**config.mk**
```make
export PLATFORM = sky130hd
export DESIGN_NAME = pm_ctrl
export DESIGN_NICKNAME = d
export VERILOG_FILES = /design/src/rtl/pm_ctrl.sv
export SDC_FILE = /design/constraint.sdc
export NUM_CORES = 1
export LEC_CHECK = 0
export CORE_ASPECT_RATIO = 1.25
export CORE_MARGIN = 1.5
export CORE_UTILIZATION = 40
export DETAILED_ROUTE_END_ITERATION = 10
export PLACE_DENSITY_LB_ADDON = 0.05
export SYNTH_ARGS = -nofsm -noshare
export SYNTH_HDL_FRONTEND = slang
export SYNTH_SLANG_ARGS = --single-unit
```
**constraint.sdc**
```tcl
create_clock -name Clock -period 2.5 [get_ports Clock]
set_clock_uncertainty 0.15 [all_clocks]
set_input_delay 0.75 -clock Clock [delete_from_list [all_inputs] [get_ports Clock]]
set_output_delay 0.75 -clock Clock [all_outputs]
set_load 0.02 [all_outputs]
```
**src/rtl/pm_ctrl.sv**
```systemverilog
// pm_ctrl: program sequencing and instruction decode for the picoMips core.
//
// Holds the program counter, addresses the program ROM and decodes each
// 16-bit instruction into accumulator-ALU and register-file controls. Also
// sequences a push-button WAIT handshake and a terminal HALT.
//
// Ports:
//   Clock       in   system clock, rising edge
//   nReset      in   asynchronous active-low reset
//   Instr[15:0] in   ROM[PC]: [15:12] opcode, [11:8] RegAddr, [7:0] Imm
//   ACC[7:0]    in   accumulator value, used for branch conditions
//   Go          in   asynchronous push-button, synchronised internally
//   PC          out  program counter / ROM address
//   Imm         out  Instr[7:0]
//   RegAddr     out  Instr[11:8]
//   RegWE       out  register-file write enable (RF[RegAddr] = ACC)
//   WE          out  accumulator write enable
//   SelImm, SelSW, SelRegData  out  ALU data-source selects (one-hot or zero)
//   UseACC      out  ALU uses ACC as an operand
//   UseMul      out  ALU multiplies by Imm
//   Halted      out  high in state HALT
module pm_ctrl #(
  parameter int unsigned PCWidth = 8  // branch targets come from Imm, so <= 8
) (
  input  logic               Clock,
  input  logic               nReset,
  input  logic [15:0]        Instr,
  input  logic [7:0]         ACC,
  input  logic               Go,
  output logic [PCWidth-1:0] PC,
  output logic [7:0]         Imm,
  output logic [3:0]         RegAddr,
  output logic               RegWE,
  output logic               WE,
  output logic               SelImm,
  output logic               SelSW,
  output logic               SelRegData,
  output logic               UseACC,
  output logic               UseMul,
  output logic               Halted
);

  localparam logic [1:0] RUN     = 2'd0;
  localparam logic [1:0] WAIT_HI = 2'd1;
  localparam logic [1:0] WAIT_LO = 2'd2;
  localparam logic [1:0] HALT    = 2'd3;

  localparam logic [3:0] OP_NOP  = 4'h0;
  localparam logic [3:0] OP_LDI  = 4'h1;
  localparam logic [3:0] OP_LDR  = 4'h2;
  localparam logic [3:0] OP_LDSW = 4'h3;
  localparam logic [3:0] OP_ADDI = 4'h4;
  localparam logic [3:0] OP_ADDR = 4'h5;
  localparam logic [3:0] OP_MULI = 4'h6;
  localparam logic [3:0] OP_MADD = 4'h7;
  localparam logic [3:0] OP_STR  = 4'h8;
  localparam logic [3:0] OP_BRZ  = 4'h9;
  localparam logic [3:0] OP_BRN  = 4'hA;
  localparam logic [3:0] OP_JMP  = 4'hB;
  localparam logic [3:0] OP_WAIT = 4'hC;
  localparam logic [3:0] OP_HALT = 4'hF;

  logic [1:0]         r_state;
  logic [1:0]         w_state_nxt;
  logic [PCWidth-1:0] r_pc;
  logic [PCWidth-1:0] w_pc_nxt;
  logic [PCWidth-1:0] w_pc_inc;
  logic               r_go_meta;
  logic               r_go_sync;

  logic [3:0] w_op;
  logic       w_we;
  logic       w_regwe;
  logic       w_take;
  logic       w_run;

  assign w_op     = Instr[15:12];
  assign w_run    = (r_state == RUN);
  assign w_pc_inc = r_pc + PCWidth'(1);

  // Instruction decode, purely combinational from Instr.
  always_comb begin
    w_we       = 1'b0;
    w_regwe    = 1'b0;
    SelImm     = 1'b0;
    SelSW      = 1'b0;
    SelRegData = 1'b0;
    UseACC     = 1'b0;
    UseMul     = 1'b0;
    w_take     = 1'b0;
    case (w_op)
      OP_LDI:  begin w_we = 1'b1; SelImm = 1'b1; end
      OP_LDR:  begin w_we = 1'b1; SelRegData = 1'b1; end
      OP_LDSW: begin w_we = 1'b1; SelSW = 1'b1; end
      OP_ADDI: begin w_we = 1'b1; UseACC = 1'b1; SelImm = 1'b1; end
      OP_ADDR: begin w_we = 1'b1; UseACC = 1'b1; SelRegData = 1'b1; end
      OP_MULI: begin w_we = 1'b1; UseACC = 1'b1; UseMul = 1'b1; end
      OP_MADD: begin w_we = 1'b1; UseACC = 1'b1; SelRegData = 1'b1; UseMul = 1'b1; end
      OP_STR:  w_regwe = 1'b1;
      OP_BRZ:  w_take = (ACC == 8'h00);
      OP_BRN:  w_take = ACC[7];
      OP_JMP:  w_take = 1'b1;
      default: ;  // NOP, WAIT, HALT and unused D/E assert nothing here
    endcase
  end

  // Writes are suppressed during reset and outside RUN so that a stalled or
  // halted instruction never commits repeatedly.
  assign WE      = nReset & w_run & w_we;
  assign RegWE   = nReset & w_run & w_regwe;
  assign Imm     = Instr[7:0];
  assign RegAddr = Instr[11:8];
  assign PC      = r_pc;
  assign Halted  = (r_state == HALT);

  // Next state / next PC.
  always_comb begin
    w_state_nxt = r_state;
    w_pc_nxt    = r_pc;
    case (r_state)
      RUN: begin
        if (w_op == OP_WAIT) begin
          w_state_nxt = WAIT_HI;
        end else if (w_op == OP_HALT) begin
          w_state_nxt = HALT;
        end else if (w_take) begin
          w_pc_nxt = Imm[PCWidth-1:0];
        end else begin
          w_pc_nxt = w_pc_inc;
        end
      end
      WAIT_HI: begin
        if (r_go_sync) w_state_nxt = WAIT_LO;
      end
      WAIT_LO: begin
        // Release completes the handshake and steps past the WAIT.
        if (!r_go_sync) begin
          w_state_nxt = RUN;
          w_pc_nxt    = w_pc_inc;
        end
      end
      default: ;  // HALT is left only by reset
    endcase
  end

  always_ff @(posedge Clock or negedge nReset) begin
    if (!nReset) begin
      r_state   <= RUN;
      r_pc      <= '0;
      r_go_meta <= 1'b0;
      r_go_sync <= 1'b0;
    end else begin
      r_state   <= w_state_nxt;
      r_pc      <= w_pc_nxt;
      r_go_meta <= Go;
      r_go_sync <= r_go_meta;
    end
  end

endmodule
```
Yosys cells after proc, flatten, opt, wreduce, memory -nomap -nowiden
Index checks and enable logic that the tools add are counted.
- output and inout port bits: 28
- logic and storage cells: 58
- register bits: 12
- memories: 0
- ROM bits: 0
- RAM bits: 0
- bits in latches: 0
- input port bits: 27
- equal/unequal tests: 21
- reductions and logical operators: 11
- bitwise logic cells: 3
- multiplexer cells: 18
- order comparisons: 0
- multipliers: 0
- div/mod/pow operators: 0
- $add $sub $neg: 1
- shift-type cells: 0
- operator list (kind ; count):
    2-to-1 mux 8 bit ; 4
    == test 4 bit, second input constant ; 6
    == test 4 x 3 -> 1 bit, second input constant ; 4
    case mux 8 bit (2 select lines) ; 1
    adder 8 x 1 -> 8 bit, second input constant ; 1
    == test 4 x 2 -> 1 bit, second input constant ; 2
    zero test 8 bit ; 1
    2-to-1 mux 2 bit ; 4
    != test 2 bit, second input constant ; 4
    AND reduction 4 bit ; 2
    2-to-1 mux 1 bit ; 7
    OR reduction 7 bit ; 1
    case mux 2 bit (3 select lines) ; 1
    == test 2 bit, second input constant ; 2
    == test 4 x 1 -> 1 bit, second input constant ; 1
    OR reduction 2 bit ; 2
    OR reduction 4 bit ; 1
    AND 1 bit ; 3
    != test 3 x 1 -> 1 bit, second input constant ; 1
    case mux 1 bit (3 select lines) ; 1
    nonzero test 3 bit ; 1
    OR reduction 3 bit ; 1
    == test 2 x 1 -> 1 bit, second input constant ; 1
    zero test 2 bit ; 1
    nonzero test 2 bit ; 1

Longest topological paths before layout
Gate-level depths: netlist of the first run.
- depth in word-level cells: 6
- mapped depth: 7
- depth with buffers taken out: 6

Worst setup path before layout of the first run
No wires, ideal clock.
- path kind: in2out
- start: in Instr[12]
- end: out RegWE
- arrival time: 1.628 ns
- path slack: -0.028 ns
- required time: 1.600 ns
- stages: 2
- buffers on the path: 1
- cell sequence: buf_4 -> nor4_1
- cells in the longest elaborated chain, start to end: 3
- RTL lines (item ; line ; text):
    start: declaration ; 27 ; input logic [15:0] Instr,
    == test 4 bit ; 91 ; case (w_op)
    2-to-1 mux 1 bit ; 91 ;
    AND 1 bit ; 110 ; assign RegWE = nReset & w_run & w_regwe;
    end: declaration ; 33 ; output logic RegWE,
Every way passes these cells.

Worst setup path in the final report of the first run
- start: in Instr[7]
- end: out Imm[7]
- RTL lines (item ; line ; text):
    end: declaration ; 31 ; output logic [7:0] Imm,
No word-level cell between the ends.

==> results of run 1 <==
[final timing paths]
path / startpoint / endpoint / slack (ns) / depth (start not counted)
hold reg to reg: r_go_meta$_DFF_PN0_ / r_go_sync$_DFF_PN0_ / 0.21 / 0
min in group asynchronous: nReset / PC[6]$_DFFE_PN0P_ / 0.45 / 2
setup / recovery: Instr[7] / Imm[7] / 0.02 / 2
max in group asynchronous: nReset / PC[5]$_DFFE_PN0P_ / 1.57 / 2
hold / removal: r_go_meta$_DFF_PN0_ / r_go_sync$_DFF_PN0_ / 0.21 / 0
setup reg to reg: r_state[0]$_DFFE_PN0P_ / PC[5]$_DFFE_PN0P_ / 0.44 / 7
[stage by stage]
step	cell area [µm²]	utilization	TNS (ns)	power, µW
final	1673	0.6685	0	1489
after global routing	1673	0.6685	0	1606
after CTS	1679	0.6710	0	1501
after detailed placement	1640	0.6555	-9.175	1340
after global placement	1640	0.6555	-8.313	1309
after floorplan	1094	-	0	960.9
[metal layers]
| layer | GRT usage | wire, µm | vias to the layer above |
|---|---|---|---|
| li1 | - | - | 578 |
| met1 | 0.2231 | 1134 | 574 |
| met2 | 0.4459 | 1749 | 44 |
| met3 | 0.03155 | 154 | 6 |
| met4 | 0.09127 | 43 | 0 |
| met5 | 0 | 0 | - |
[registers in the layout, summed over array words and instances, names as in the netlist]
name       cells
r_go_sync      1
r_go_meta      1
r_state        2
PC             8
[area by class of cell]
class / instances / area (µm²)
fill: 235 / 829.5
multi-input combinational: 90 / 644.4
timing repair buffer: 72 / 631.9
sequential: 12 / 300.3
tap: 33 / 41.29
clock buffer: 4 / 36.28
inverter: 5 / 18.77
[synth_stat cells, types with 2 or more instances]
library cell  instances
a21oi_1               4
nand3_1               4
a32oi_1               2
mux2i_1               2
dfrtp_1              12
nand2_1               9
a2111oi_0             3
nor4_1                4
inv_1                 5
buf_2                 3
nand4_1               8
buf_4                15
nor3_1                7
o211ai_1              8
a31oi_1               2
o21ai_0               2
ha_1                  5
o221ai_1              2
nor2b_1               2
nor2_1               10
[repair_timing]
| action | in CTS | in global routing |
|---|---|---|
| gates resized for setup | 57 | 5 |
| pin swaps | 1 | 1 |
| setup buffers | 1 | 0 |
| setup endpoints to repair | 15 | 5 |
[cell families after synthesis]
logic type	count (synthesis)	share of synthesized area
flip-flops	12	0.2778
multiplexers	2	0.01852
adder cells (fa/ha/maj)	5	0.05787
AND/OR/NAND/NOR	52	0.2570
AO/OA/AOI/OAI	29	0.2060
buffers and inverters	25	0.1493
XOR/XNOR	2	0.03357
[power groups by stage]
stage | Sequential (µW) | Clock, µW | Combinational (µW)
floorplan | 420 | 0 | 541
global placement | 362 | 0 | 947
detailed placement | 366 | 0 | 974
CTS | 363 | 162 | 976
global route | 379 | 177 | 1050
finish | 363 | 159 | 968
==> flow_summary_export.csv, run 1 <==
group,metric,value,unit
outcome,outcome,"complete, no violations",
worst_setup_path,cp_cell_sequence,"clkdlybuf4s50_1, dlygate4sd2_1",
clock_network,clkTransAtPathRegs,0.09,ns
clock_network,cts_made_buffers,3,
drt,post_drt_wl_per_cell,14.26,µm
drt,dr.pass1.iters,4,
worst_setup_path,slowest_stage,"clkdlybuf4s50_1",
synth,synth-edff-count,0,
synth,ys_ff_latch,12,
drt,ant_nets,0,
pwr,p_leak,0.0007461,µW
clock_network,holdBufCountCts,0,
timing,hold_violations,0,
synth,avgSynthCellArea,8.512,µm²
floorplanning,rows,20,
timing,max_slew_margin,0.6540,
run,maxCapViolations,0,
pwr,switching_share,0.4533,
global_routing,grt_usage,0.2178,
synth,yosysTopAreaCell,"dfrtp_1",
synth,synth_flop_cell,"dfrtp_1",
pwr,power_frac_comb,0.650,
synth,synth_cells,127,
pwr,power.internal,814.2,µW
floorplanning,pin_count,55,
synth,synth_top_area_share,0.2778,
drt,drc,0,
layout,synthToLayoutAreaGrowth,54.74,%
floorplanning,die_y,61.13,µm
drt,totalWireLength,3081,µm
timing,rsz0062_at_grt,"false",
timing,fmax,403.9,MHz
global_routing,antenna_found_initial,0,
global_routing,grt_overflow,0,
layout,final_common_cell,"buf_4",
timing,timing.final.crit_share,0.9902,
worst_setup_path,cpLargestDelayFamily,"buffers and inverters",
worst_setup_path,crit_type,"in -> out",
worst_setup_path,end_kind,"output port",
floorplanning,die_area,3026,µm²
min_path,worstHoldPathType,"reg -> reg",
drt,vias_per_cell,5.565,
drt,dr.first_iter.drc_count,31,
synth,async_flop_share,1.000,
place,dp_slack,-0.7591,ns
timing,setup_viol,0,
place,gp_congestion,0.8312,
pwr,clockPowerShare,0.106,
timing,worst_pin_slew,0.5060,ns
layout,drive_above_1_share,0.2678,
clock_network,cts_root_buf,"clkbuf_4",
pwr,p_seq_frac,0.244,
timing,setup_slack,0.02438,ns
synth,synth_area,1081,µm²
place,place_hpwl,2415,µm
timing,holdWs,0.2122,ns
worst_setup_path,worstPathRequired,1.60,ns
clock_network,tritoncts,"yes",
layout,antenna_cells,0,
timing,final.min_clock_period,2.476,ns
layout,nNetsFinal,216,
worst_setup_path,crit_path_max_fanout,2,
floorplanning,start_util,0.4320,
global_routing,first_global_vias,1158,
place,dp_cells,211,
synth,yosysSeqAreaShare,0.2778,
floorplanning,fp.dieW,49.50,µm
worst_setup_path,path_buf_inv,2,
pwr,p_sw,675.0,µW
pwr,ir_worst_vdd,717.6,µV
synth,synth_nets,159,
synth,yosysUniqueCellTypes,38,
synth,yosys-top-cells-area,"dfrtp_1 28%, buf_4 10%, ha_1 5.8%",
clock_network,cts_max_path_buffers,2,
worst_setup_path,cp-start-kind,"input port",
layout,layout_common_cells,"29 x buf_4, 25 x clkdlybuf4s50_1, 12 x dfrtp_1",
worst_setup_path,cp_slowest_stage_delay,0.49,ns
timing,slew_violations,0,
place,io_buffer_count,46,
clock_network,htreeDepth,1,
floorplanning,core_area,2502,µm²
worst_setup_path,crit_arrival,1.58,ns
layout,final_cells,216,
clock_network,clock_latency,0.28,ns
drt,num_vias,1202,
clock_network,cts.sinks,12,
synth,yosys_warnings,0,
global_routing,grt_start_max_net_pins,13,
global_routing,grt_pass1_wl,5037,µm
pwr,p_per_area,890.3,nW/µm²
(Power assumes the default switching activity.)
==> run 2: changes to the inputs <==
--- a/config.mk
+++ b/config.mk
@@ -10,6 +10,7 @@
 export CORE_UTILIZATION = 40
 export DETAILED_ROUTE_END_ITERATION = 10
 export PLACE_DENSITY_LB_ADDON = 0.05
+export RECOVER_POWER = 100
 export SYNTH_ARGS = -nofsm -noshare
 export SYNTH_HDL_FRONTEND = slang
 export SYNTH_SLANG_ARGS = --single-unit
==> flow_summary_export.csv, run 2 (synthesized netlist as in run 1, its figures left out) <==
group,metric,value,unit
pwr,p_sw,670.5,µW
drt,vias_per_cell,5.579,
worst_setup_path,r2r-end,"PC[5]$_DFFE_PN0P_",
floorplanning,die_y,61.13,µm
clock_network,cts_made_buffers,3,
worst_setup_path,cp_slowest_stage_delay,0.48,ns
timing,worst_pin_slew,0.7119,ns
layout,final_cells,216,
clock_network,cts_root_buf,"clkbuf_4",
min_path,hold_path_end,"r_go_sync$_DFF_PN0_",
worst_setup_path,r2r-start,"r_state[0]$_DFFE_PN0P_",
timing,holdWs,0.2113,ns
layout,nNetsFinal,216,
floorplanning,rows,20,
drt,dr.first_iter.drc_count,32,
worst_setup_path,crit_path_max_fanout,2,
drt,num_vias,1205,
timing,slew_violations,0,
worst_setup_path,crit_arrival,1.58,ns
drt,post_drt_wl_per_cell,14.36,µm
clock_network,clock_latency,0.28,ns
global_routing,grt_start_max_net_pins,13,
global_routing,grt_usage,0.2178,
place,gp_congestion,0.8312,
worst_setup_path,crit_type,"in -> out",
timing,fin_setup_tns,0,ns
layout,drive_above_1_share,0.2514,
pwr,p_per_area,892.4,nW/µm²
outcome,outcome,"complete, no violations",
clock_network,tritoncts,"yes",
floorplanning,die_area,3026,µm²
timing,fmax,404.0,MHz
worst_setup_path,cpLargestDelayFamily,"buffers and inverters",
layout,antenna_cells,0,
worst_setup_path,path_buf_inv,2,
clock_network,clkTransAtPathRegs,0.09,ns
drt,ant_nets,0,
min_path,hold_depth,0,
pwr,p_leak,0.0007013,µW
drt,drc,0,
global_routing,antenna_found_initial,0,
place,place_hpwl,2415,µm
layout,final_core_util,0.6490,
worst_setup_path,cp_cell_sequence,"clkdlybuf4s50_1, dlygate4sd2_1",
global_routing,grt_overflow,0,
place,io_buffer_count,46,
pwr,power_frac_comb,0.643,
layout,largest_reg_flops,8,
clock_network,holdBufCountCts,0,
timing,max_slew_margin,0.5254,
pwr,switching_share,0.4626,
worst_setup_path,worstPathRequired,1.60,ns
pwr,clockPowerShare,0.109,
timing,rsz0062_at_grt,"false",
run,maxCapViolations,0,
clock_network,cts.sinks,12,
timing,hold_violations,0,
place,dp_cells,211,
timing,final.min_clock_period,2.475,ns
worst_setup_path,end_kind,"output port",
clock_network,cts_max_path_buffers,2,
global_routing,grt_pass1_wl,5037,µm
worst_setup_path,cp-start-kind,"input port",
global_routing,grt_busiest_layer,"met2",
floorplanning,core_area,2502,µm²
min_path,worstHoldPathType,"reg -> reg",
global_routing,grt_util_met3,0.03155,
global_routing,first_global_vias,1158,
worst_setup_path,reg2reg_slack,0.43,ns
min_path,hp-start,"r_go_meta$_DFF_PN0_",
layout,final_common_cell,"buf_4",
floorplanning,pin_count,55,
pwr,p_seq_frac,0.248,
pwr,ir_worst_vdd,676.9,µV
layout,layout_common_cells,"24 x buf_4, 16 x clkdlybuf4s50_1, 12 x dfrtp_1",
timing,setup_viol,0,
worst_setup_path,cp.depth,2,
layout,synthToLayoutAreaGrowth,50.23,%
pwr,power,1449,µW
global_routing,grt_util_met2,0.4459,
pwr,power.internal,778.8,µW
clock_network,htreeDepth,1,
drt,totalWireLength,3102,µm
floorplanning,start_util,0.4320,
global_routing,grtUsageMet1,0.2231,
floorplanning,fp.dieW,49.50,µm
worst_setup_path,slowest_stage,"clkdlybuf4s50_1",
timing,timing.final.crit_share,0.9902,
worst_setup_path,rr_worst_depth,7,
drt,dr.pass1.iters,5,
run 2: cell types whose count changed in the layout (fill, tap and decap cells not counted):
| cell | before | now |
|---|---|---|
| clkbuf_1 | 0 | 3 |
| clkbuf_2 | 0 | 6 |
| xnor2_4 | 1 | 0 |
| xnor2_1 | 1 | 2 |
| dlymetal6s2s_1 | 1 | 0 |
| buf_4 | 29 | 24 |
| dlygate4sd3_1 | 0 | 9 |
| clkdlybuf4s15_2 | 4 | 3 |
| clkdlybuf4s50_1 | 25 | 16 |
| buf_2 | 3 | 1 |
run 2: area by class of cell:
class / instances / area [µm²]
timing repair buffer: 72 / 601.8
inverter: 5 / 18.77
fill: 244 / 878.3
clock buffer: 4 / 36.28
tap: 33 / 41.29
multi-input combinational: 90 / 625.6
sequential: 12 / 300.3
run 2: repair_timing:
action                                  4_1_cts  5_1_grt
endpoints found under the setup margin       15        5
endpoints found under the hold margin         0        0
buffers inserted                              1        0
gates resized for setup                      57        5
pin swaps                                     1        1
run 2: worst reg2reg max path: stages, from the launching register on:
cell and delay (ns):
dfrtp_1 0.36, inv_1 0.06, buf_4 0.13, ha_1 0.24, and2_0 0.24, a211o_1 0.44, a32oi_1 0.21, o211ai_1 0.11
run 2: power by group through the flow:
| stage | clock network (µW) | registers (µW) | logic, µW |
|---|---|---|---|
| final | 158 | 360 | 932 |
| after detailed placement | 0 | 366 | 974 |
| after CTS | 162 | 363 | 976 |
| after floorplan | 0 | 420 | 541 |
| after global routing | 177 | 377 | 1010 |
| after global placement | 0 | 362 | 947 |
run 2: worst max path at each step:
| stage | from | endpoint |
|---|---|---|
| floorplan | Instr[12] | SelImm |
| global placement | Instr[13] | SelSW |
| detailed placement | Instr[13] | SelSW |
| CTS | Instr[14] | SelRegData |
| global route | Instr[15] | UseMul |
| finish | Instr[7] | Imm[7] |
run 2: per-layer routing:
layer  share of wire  vias up
li1                -      580
met1            0.37      571
met2            0.56       48
met3           0.050        6
met4           0.014        0
met5               0        -
run 2: stage by stage:
stage	instance area, µm²	setup slack, ns
finish	1624	0.02457
CTS	1679	0.02241
global placement	1640	-0.6815
floorplan	1094	0.1099
global route	1624	0.004910
detailed placement	1640	-0.7591
